==> src/rtl/weight_mem_pkg.sv <==
// weight_mem_pkg: constants and state type shared by the weight SRAM access blocks.
package weight_mem_pkg;

  localparam int WMEM_DEPTH = 16384;
  localparam int WMEM_AW    = 14;
  localparam int WMEM_DW    = 32;

  typedef enum logic [1:0] {
    IDLE  = 2'd0,
    FETCH = 2'd1,
    DRAIN = 2'd2
  } wsr_state_t;

  // Word address after a, wrapping from WMEM_DEPTH-1 back to 0.
  function automatic logic [WMEM_AW-1:0] wmem_next_addr(input logic [WMEM_AW-1:0] a);
    return a + WMEM_AW'(1);
  endfunction

endpackage

==> src/rtl/wsr_fifo.sv <==
// wsr_fifo: synchronous FIFO with occupancy count. Push and pop may occur in
// the same cycle at any occupancy, including full. DEPTH must be a power of two.
module wsr_fifo #(
  parameter int DEPTH = 4,
  parameter int WIDTH = 32
) (
  input  logic                   clk,
  input  logic                   rst_n,
  input  logic                   i_push,
  input  logic [WIDTH-1:0]       i_wdata,
  input  logic                   i_pop,
  output logic [WIDTH-1:0]       o_rdata,
  output logic [$clog2(DEPTH):0] o_count
);

  localparam int AW = $clog2(DEPTH);
  localparam int CW = AW + 1;

  logic [WIDTH-1:0] r_mem [DEPTH];
  logic [AW-1:0]    r_wr_ptr;
  logic [AW-1:0]    r_rd_ptr;
  logic [CW-1:0]    r_count;

  // Storage needs no reset; the head is only observed while count is nonzero.
  always_ff @(posedge clk) begin
    if (i_push) r_mem[r_wr_ptr] <= i_wdata;
  end

  // Pointer and occupancy bookkeeping.
  always_ff @(posedge clk) begin
    if (!rst_n) begin
      r_wr_ptr <= '0;
      r_rd_ptr <= '0;
      r_count  <= '0;
    end else begin
      if (i_push) r_wr_ptr <= r_wr_ptr + AW'(1);
      if (i_pop)  r_rd_ptr <= r_rd_ptr + AW'(1);
      case ({i_push, i_pop})
        2'b10:   r_count <= r_count + CW'(1);
        2'b01:   r_count <= r_count - CW'(1);
        default: r_count <= r_count;
      endcase
    end
  end

  assign o_rdata = r_mem[r_rd_ptr];
  assign o_count = r_count;

endmodule

==> src/rtl/weight_stream_reader.sv <==
// weight_stream_reader: reads a burst of sequential words from the weight SRAM
// and streams them on a valid/ready port. Reads are issued only when the output
// FIFO has room for the word plus any read still in flight, so backpressure
// never loses or repeats a word. The SRAM port is never written.
// Optional feature macro: WEIGHT_STREAM_READER_STALL_CNT_EN adds stall_cnt, a
// saturating count of cycles with out_valid && !out_ready for the last burst.
//
// state | meaning
// IDLE  | waiting for start; sram_addr holds the last read address
// FETCH | issuing one read per cycle while credit and issue count allow
// DRAIN | all reads issued; waiting for the final word to be accepted
module weight_stream_reader
  import weight_mem_pkg::*;
#(
  parameter int FIFO_DEPTH = 4,
  parameter int DATA_W     = WMEM_DW
) (
  input  logic                  clk,
  input  logic                  rst_n,
  input  logic                  start,
  input  logic [WMEM_AW-1:0]    base_addr,
  input  logic [WMEM_AW:0]      len,
  output logic                  busy,
  output logic                  done,
  output logic [DATA_W/8-1:0]   sram_wea,
  output logic [15:0]           sram_addr,
  output logic [DATA_W-1:0]     sram_wdata,
  input  logic [DATA_W-1:0]     sram_rdata,
  output logic                  out_valid,
  input  logic                  out_ready,
  output logic [DATA_W-1:0]     out_data,
  output logic                  out_last
`ifdef WEIGHT_STREAM_READER_STALL_CNT_EN
  ,
  output logic [15:0]           stall_cnt
`endif
);

  localparam int CW = $clog2(FIFO_DEPTH) + 1;
  localparam int LW = WMEM_AW + 1;

  wsr_state_t          r_state;
  wsr_state_t          w_state_nxt;
  logic [WMEM_AW-1:0]  r_addr;
  logic [LW-1:0]       r_issue_cnt;
  logic [LW-1:0]       r_accept_cnt;
  logic                r_inflight;
  logic                r_done;

  logic                w_issue;
  logic                w_pop;
  logic                w_done_nxt;
  logic                w_start_acc;
  logic                w_credit;
  logic                w_fifo_empty;
  logic [CW-1:0]       w_fifo_count;
  logic [DATA_W-1:0]   w_fifo_head;

  wsr_fifo #(
    .DEPTH (FIFO_DEPTH),
    .WIDTH (DATA_W)
  ) u_fifo (
    .clk     (clk),
    .rst_n   (rst_n),
    .i_push  (r_inflight),
    .i_wdata (sram_rdata),
    .i_pop   (w_pop),
    .o_rdata (w_fifo_head),
    .o_count (w_fifo_count)
  );

  assign w_fifo_empty = (w_fifo_count == '0);
  assign w_pop        = out_valid && out_ready;
  // A read may go out only if its word and the one already in flight both fit.
  assign w_credit     = ({1'b0, w_fifo_count} + {{CW{1'b0}}, r_inflight}) < (CW+1)'(FIFO_DEPTH);

  // Next-state and per-cycle control decisions.
  always_comb begin
    w_state_nxt = r_state;
    w_issue     = 1'b0;
    w_done_nxt  = 1'b0;
    w_start_acc = 1'b0;
    case (r_state)
      IDLE: begin
        if (start) begin
          w_start_acc = 1'b1;
          if (len != '0) w_state_nxt = FETCH;
          else           w_done_nxt  = 1'b1;
        end
      end
      FETCH: begin
        if (r_issue_cnt != '0 && w_credit) begin
          w_issue = 1'b1;
          if (r_issue_cnt == LW'(1)) w_state_nxt = DRAIN;
        end
      end
      DRAIN: begin
        if (w_pop && r_accept_cnt == LW'(1)) begin
          w_state_nxt = IDLE;
          w_done_nxt  = 1'b1;
        end
      end
      default: w_state_nxt = IDLE;
    endcase
  end

  // State register.
  always_ff @(posedge clk) begin
    if (!rst_n) r_state <= IDLE;
    else        r_state <= w_state_nxt;
  end

  // Address, issue/accept counters, in-flight flag and done pulse.
  always_ff @(posedge clk) begin
    if (!rst_n) begin
      r_addr       <= '0;
      r_issue_cnt  <= '0;
      r_accept_cnt <= '0;
      r_inflight   <= 1'b0;
      r_done       <= 1'b0;
    end else begin
      r_inflight <= w_issue;
      r_done     <= w_done_nxt;
      if (w_start_acc && len != '0) begin
        r_addr       <= base_addr;
        r_issue_cnt  <= len;
        r_accept_cnt <= len;
      end else begin
        if (w_issue) begin
          r_issue_cnt <= r_issue_cnt - LW'(1);
          // Keep the final read address on the bus once the burst is issued.
          if (r_issue_cnt != LW'(1)) r_addr <= wmem_next_addr(r_addr);
        end
        if (w_pop) r_accept_cnt <= r_accept_cnt - LW'(1);
      end
    end
  end

`ifdef WEIGHT_STREAM_READER_STALL_CNT_EN
  logic [15:0] r_stall_cnt;

  // Saturating backpressure counter, restarted by each accepted start.
  always_ff @(posedge clk) begin
    if (!rst_n) begin
      r_stall_cnt <= '0;
    end else if (w_start_acc) begin
      r_stall_cnt <= '0;
    end else if (out_valid && !out_ready && r_stall_cnt != 16'hFFFF) begin
      r_stall_cnt <= r_stall_cnt + 16'd1;
    end
  end

  assign stall_cnt = r_stall_cnt;
`endif

  assign busy       = (r_state != IDLE);
  assign done       = r_done;
  assign sram_wea   = '0;
  assign sram_wdata = '0;
  assign sram_addr  = {{(16-WMEM_AW){1'b0}}, r_addr};
  assign out_valid  = !w_fifo_empty;
  assign out_data   = w_fifo_empty ? '0 : w_fifo_head;
  // The head is the final word when it is the only one left to be accepted.
  assign out_last   = out_valid && (r_accept_cnt == LW'(1));

endmodule

==> config.mk <==
export PLATFORM = sky130hd
export DESIGN_NAME = weight_stream_reader
export DESIGN_NICKNAME = d
export VERILOG_FILES = /design/src/rtl/weight_mem_pkg.sv /design/src/rtl/wsr_fifo.sv /design/src/rtl/weight_stream_reader.sv
export SDC_FILE = /design/constraint.sdc
export NUM_CORES = 1
export LEC_CHECK = 0
export CORE_ASPECT_RATIO = 1.1
export CORE_MARGIN = 10
export CORE_UTILIZATION = 52
export CTS_CLUSTER_SIZE = 25
export DETAILED_ROUTE_END_ITERATION = 8
export PLACE_DENSITY_LB_ADDON = 0.3
export SYNTH_ARGS = -nofsm -noshare
export SYNTH_HDL_FRONTEND = slang
export SYNTH_SLANG_ARGS = --single-unit
==> constraint.sdc <==
create_clock -name clk -period 2.7 [get_ports clk]
set_input_delay 0.81 -clock clk [delete_from_list [all_inputs] [get_ports clk]]
set_output_delay 0.81 -clock clk [all_outputs]
set_load 0.005 [all_outputs]
**Word-level counts from Yosys, hierarchy flattened**

Memories as Yosys holds them, arrays and structs flattened. A register that Yosys moved wholly into a read port is not among the register bits.
Index checks and enable logic that the tools add are counted.

- Register bits: 55
- Memory bits (writable): 128
- Input port bits: 65
- Output and inout port bits: 88
- Logic and storage cells: 75
- Memories: 1

Memories:

| name | words | bits a word | rd ports | clocked after Yosys merged registers in | wr ports | line | RTL |
|---|---|---|---|---|---|---|---|
| u_fifo.r_mem | 4 | 32 | 1 | 1 | 1 | wsr_fifo.sv:19 | `logic [WIDTH-1:0] r_mem [DEPTH];` |

- Add/sub/neg operators: 8
- Order comparisons: 1
- Equality and inequality tests: 12
- Multiplexer cells: 27
- Reduce and logical (&&, ||, !) cells: 17

Operators by type and width:

| operator | count |
|---|---|
| two-way mux 15 bit | 4 |
| two-way mux 14 bit | 3 |
| two-way mux 32 bit | 1 |
| equality test 15 x 1 -> 1 bit, second input constant | 2 |
| nonzero test 15 bit | 2 |
| subtractor 15 x 1 -> 15 bit, second input constant | 2 |
| != test 15 x 1 -> 1 bit, second input constant | 1 |
| adder 14 x 1 -> 14 bit, second input constant | 1 |
| two-way mux 2 bit | 7 |
| != test 2 bit, second input constant | 5 |
| nonzero test 2 bit | 5 |
| two-way mux 1 bit | 9 |
| one-hot mux 2 bit (3 select lines) | 1 |
| one-hot mux 3 bit (2 select lines) | 1 |
| logical AND 1 bit | 5 |
| AND reduction 5 bit | 1 |
| adder 2 x 1 -> 2 bit, second input constant | 2 |
| adder 3 x 1 -> 4 bit | 1 |
| equality test 2 x 1 -> 1 bit, second input constant | 2 |
| equality test 2 bit, second input constant | 2 |
| less-than comparator 4 x 3 -> 1 bit, second input constant | 1 |
| adder 3 x 1 -> 3 bit, second input constant | 1 |
| logical NOT 3 bit | 1 |
| subtractor 3 x 1 -> 3 bit, second input constant | 1 |
| 4 further kinds | 4 |

**Logic depth before layout (Yosys ltp)**

- Depth after elaboration: 7
- Depth in mapped cells: 8
- Mapped depth without buffers: 7

**Cells and area by module**

From an unflattened synthesis, not the netlist that was laid out.

- Cells, all modules: 605
- Area total of the unflattened synthesis: 8186.6 µm²

Modules (own cells, without submodules):

| module | times used | cells an instance | area an instance (µm²) | sequential area each (µm²) |
|---|---|---|---|---|
| wsr_fifo | 1 | 207 | 5087.4 | 4023.9 |
| weight_stream_reader | 1 | 398 | 3099.2 | 960.9 |

**Least setup slack after synthesis**

OpenSTA, ideal clock, no wires.

- Path type: in2reg
- Start point: in out_ready
- End point: reg u_fifo.r_count[2] (netlist: u_fifo.o_count[2])
- Setup time: 0.071 ns
- Arrival time: 2.252 ns
- Required time: 2.629 ns
- Setup slack: 0.377 ns
- Stages on the path: 8
- Path buffers: 1
- Path through: o31a_1 buf_2 ha_1 inv_1 fa_1 xor2_1 or3_1 a21oi_1

- Longest elaborated chain between the ends: 3
- Elaborated cells on any way between the ends: 5
- Classes of those cells: eq/ne: 2; mux: 1; reduce/logical: 2

RTL lines:

| what | line | RTL |
|---|---|---|
| start: declaration | weight_stream_reader.sv:30 | `input logic out_ready,` |
| logical AND 1 bit (*) | weight_stream_reader.sv:73 | `assign w_pop = out_valid && out_ready;` |
| net u_fifo.i_pop | wsr_fifo.sv:11 | `input logic i_pop,` |
| equality test 2 x 1 -> 1 bit or equality test 2 bit (tied branches) | wsr_fifo.sv:38 | `case ({i_push, i_pop})` |
| one-hot mux 3 bit (2 select lines) or nonzero test 2 bit (tied branches) | n/a |  |
| end signal: assignment | wsr_fifo.sv:39 | `2'b10: r_count <= r_count + CW'(1);` |
| end signal: assignment | wsr_fifo.sv:40 | `2'b01: r_count <= r_count - CW'(1);` |
| end signal: assignment | wsr_fifo.sv:41 | `default: r_count <= r_count;` |
| end: declaration | wsr_fifo.sv:22 | `logic [CW-1:0] r_count;` |

The timed path passes the listed nets; every way through them passes the cells marked *.
A chain may end at the register's enable or synchronous reset.

==> results.cfg <==
[outcome]
status = finished clean

[cts]
cts_buffers = 17
clk_pin_slew_ns = 0.06
cts_buffer_depth = 2
clock-sinks = 185
clkLatencyLatePin_ns = 0.43
hold_buffers = 0
clockRootBuffer = clkbuf_16
tritoncts = built
cts.htree.levels = 4

[final_layout]
area_growth_pct = 28.0
n_antenna_cell = 0
final_cells = 985
num-fill-cells = 1140
final_core_util_pct = 67.3
drive_above_1_share_pct = 23.2
nets = 849

[grt]
grt_pass1_wl_mm = 30.3
grt_antenna_before_repair = 0
grt_pass1_vias = 5761
gr-usage-all-layers_pct = 18.2
grt_max_degree = 36
grt_overflow = 0

[sta]
fin_crit_ns = 2.69
setup_violations = 0
clock.fmax_mhz = 372
finalHoldViolCount = 0
maxSlewViolCount = 0
final.setup_skew_ns = 0.00897
maxSlewHeadroom_pct = 57.4
period_share_pct = 99.5
tightest_slew_ns = 0.637
grt_setup_unrepaired = true
worst_slack_ns = 0.0144

[place]
hpwlAfterDp_mm = 12.9
place_inst = 933
dp_slack_ns = -0.0346
port_buffers = 114
gp_congestion = 0.912

[synth]
synth_edf_count = 128
yosysWarnings = 0
async_reset_ff_share_pct = 0
synth_cells = 611
yosys.area_share.xor_xnor_pct = 2.68
synth_top_family_by_area = simple AND/OR/NAND/NOR gates
ys_seq_area_share_pct = 61.0
synthSimpleGateAreaFrac_pct = 11.4
yosys_most_used_dff = edfxtp_1
netlist_area_um2 = 8170
avgSynthCellArea_um2 = 13.4
yosys.area_share.adder_pct = 1.78
synth_cell_types = 58
synthMuxAreaShare_pct = 9.18
synth_compound_area_share_pct = 8.40
synth_seq_cells = 185

[critical_path]
cp.required_ns = 1.89
r2r_slack_ns = 0.50
startpoint_type = register
cp-end-kind = output pin
cp_max_fo = 7
r2r_end = r_issue_cnt[10]$_SDFFE_PN0P_
critPathKind = register to output pin
r2r_cells = 7
r2r-start = r_issue_cnt[0]$_SDFFE_PN0P_
crit_arrival_ns = 1.88

[routing]
routed_wl_mm = 19.7
drtPass1Iterations = 5
vias = 5519
routedWlPerCell_um = 20.0
drt_iter0_drc = 387
via_per_inst = 5.60
ant_nets = 0
drcViolationCount = 0

[power_and_ir_drop]
p_int_mw = 5.87
p_sw_share_pct = 28.7
p_clk_share_pct = 28.2
p_leak_nw = 3.65
power_frac_seq_pct = 40.7
powerDensity_nw_per_um2 = 786
ir_drop_uv = 500
power.switching_mw = 2.36
totalPowerFinal_mw = 8.22
p_comb_share_pct = 31.1

[hold_path]
worst_hold_path_type = register to register
hold_depth = 2
hp-start = r_issue_cnt[10]$_SDFFE_PN0P_
whs_endpoint = r_issue_cnt[10]$_SDFFE_PN0P_

[die]
core_area_um2 = 15600
start_util_pct = 52.5
io_pins = 153
die_h_um = 151
die_area_um2 = 21100
die_w_um = 140
rows = 48

[flow_run]
drv_cap = 0
## cells by family after synthesis
| group | Yosys count |
|---|---|
| other cells | 1 |
| simple gates | 162 |
| fa+ha+maj | 11 |
| mux | 35 |
| compound gates | 111 |
| buf+inv | 81 |
| flops | 185 |
| xor+xnor | 25 |
## metrics by stage
stage | area (um2) | hold slack, ns | TNS (ns)
after global routing | 10500 | 0.552 | -0.394
after global placement | 9680 | 0.494 | 0
after floorplan | 8310 | 0.453 | 0
final | 10500 | 0.517 | 0
after detailed placement | 9680 | 0.498 | -0.0346
after CTS | 10500 | 0.520 | -1.20
## area by class of cell
| type | instances | area (um2) | area share (%) |
|---|---|---|---|
| sequential | 185 | 4990 | 47.7 |
| multi-input combinational | 382 | 2980 | 28.5 |
| timing repair buffer | 170 | 1630 | 15.5 |
| clock buffer | 18 | 429 | 4.10 |
| tap | 200 | 250 | 2.39 |
| clock inverter | 13 | 121 | 1.16 |
| inverter | 17 | 63.8 | 0.610 |
## layout by cell type, fill, tap and decap left out, types with 16 or more instances in the layout
cell type | Yosys | routed
buf_4 | 38 | 33
edfxtp_1 | 128 | 128
conb_1 | 1 | 38
nand2_1 | 19 | 19
o21ai_0 | 29 | 29
dfxtp_1 | 57 | 55
clkdlybuf4s50_1 | 0 | 81
mux4_2 | 32 | 32
nor2_1 | 30 | 29
a21oi_1 | 33 | 33
nor3_1 | 20 | 19
buf_2 | 5 | 20
clkbuf_16 | 0 | 17
inv_1 | 16 | 16
nor2b_1 | 33 | 24
## what timing repair did
action / in CTS / in global routing
endpoints found under the setup margin: 34 / 30
gates resized for setup: 122 / 45
cloned: 4 / 0
pin swaps: 3 / 2
setup buffers: 17 / 4
## worst max path at each step
| stage | from | endpoint | slack (ns) |
|---|---|---|---|
| finish | register | out_data[19] | 0.01 |
| CTS | register | out_data[29] | -0.11 |
| global placement | out_ready | u_fifo.o_count[2]$_SDFFE_PN0P_ | 0.04 |
| floorplan | out_ready | u_fifo.o_count[2]$_SDFFE_PN0P_ | 0.38 |
| global route | register | out_data[19] | -0.04 |
| detailed placement | out_ready | u_fifo.o_count[2]$_SDFFE_PN0P_ | -0.03 |
## synth_stat cells (2+ instances only)
cell | count | share of area (%)
a211o_1 | 2 | 0.21
a211oi_1 | 5 | 0.46
a21oi_1 | 33 | 2.0
a21oi_2 | 2 | 0.21
a22oi_1 | 3 | 0.28
a311oi_1 | 3 | 0.32
a31oi_1 | 9 | 0.69
and2_1 | 6 | 0.46
and3_1 | 2 | 0.15
buf_2 | 5 | 0.31
buf_4 | 38 | 3.5
clkbuf_1 | 20 | 0.92
dfxtp_1 | 57 | 14
edfxtp_1 | 128 | 47
ha_1 | 10 | 1.5
inv_1 | 16 | 0.73
mux2i_1 | 3 | 0.37
mux4_2 | 32 | 8.8
nand2_1 | 19 | 0.87
nand3_1 | 7 | 0.43
nand4_1 | 9 | 0.69
nor2_1 | 30 | 1.4
nor2b_1 | 33 | 2.5
nor3_1 | 20 | 1.2
nor3b_1 | 2 | 0.18
nor4_1 | 10 | 0.77
nor4b_1 | 3 | 0.32
o211ai_1 | 9 | 0.83
o21a_1 | 2 | 0.18
o21ai_0 | 29 | 1.8
o2bb2a_1 | 3 | 0.37
o31ai_1 | 3 | 0.28
or2_2 | 2 | 0.15
or3_1 | 6 | 0.46
or4_1 | 4 | 0.37
xnor2_1 | 15 | 1.6
xor2_1 | 10 | 1.1
## flip-flops by register name (all words and copies together), names as in the netlist, named ones only
signal	count
r_state	2
u_fifo.r_mem	128
r_addr	14
r_issue_cnt	15
u_fifo.r_wr_ptr	2
done	1
u_fifo.r_rd_ptr	2
r_accept_cnt	15
r_inflight	1
u_fifo.o_count	3
## power by group through the flow
stage / logic (mW) / registers (mW) / clock network (mW)
after floorplan: 1.18 / 3.34 / 0
after global placement: 2.15 / 3.36 / 0
after detailed placement: 2.20 / 3.38 / 0
after CTS: 2.52 / 3.34 / 2.36
after global routing: 2.76 / 3.36 / 2.49
final: 2.56 / 3.35 / 2.32
## routing by layer
metal	routed length, um	vias up	share of wire, %	GRT usage, %
met5	0	-	0	0
met1	7850	2708	40	21.6
li1	-	2565	-	-
met3	1340	25	6.8	5.30
met4	294	0	1.5	5.94
met2	10200	221	52	31.6
## worst max-delay path, stage by stage, from the launching register on
cell	delay, ns
dfxtp_4	0.42
buf_12	0.14
buf_6	0.09
mux4_2	0.52
nor2b_4	0.15
buf_6	0.11
(Power assumes the default switching activity.)
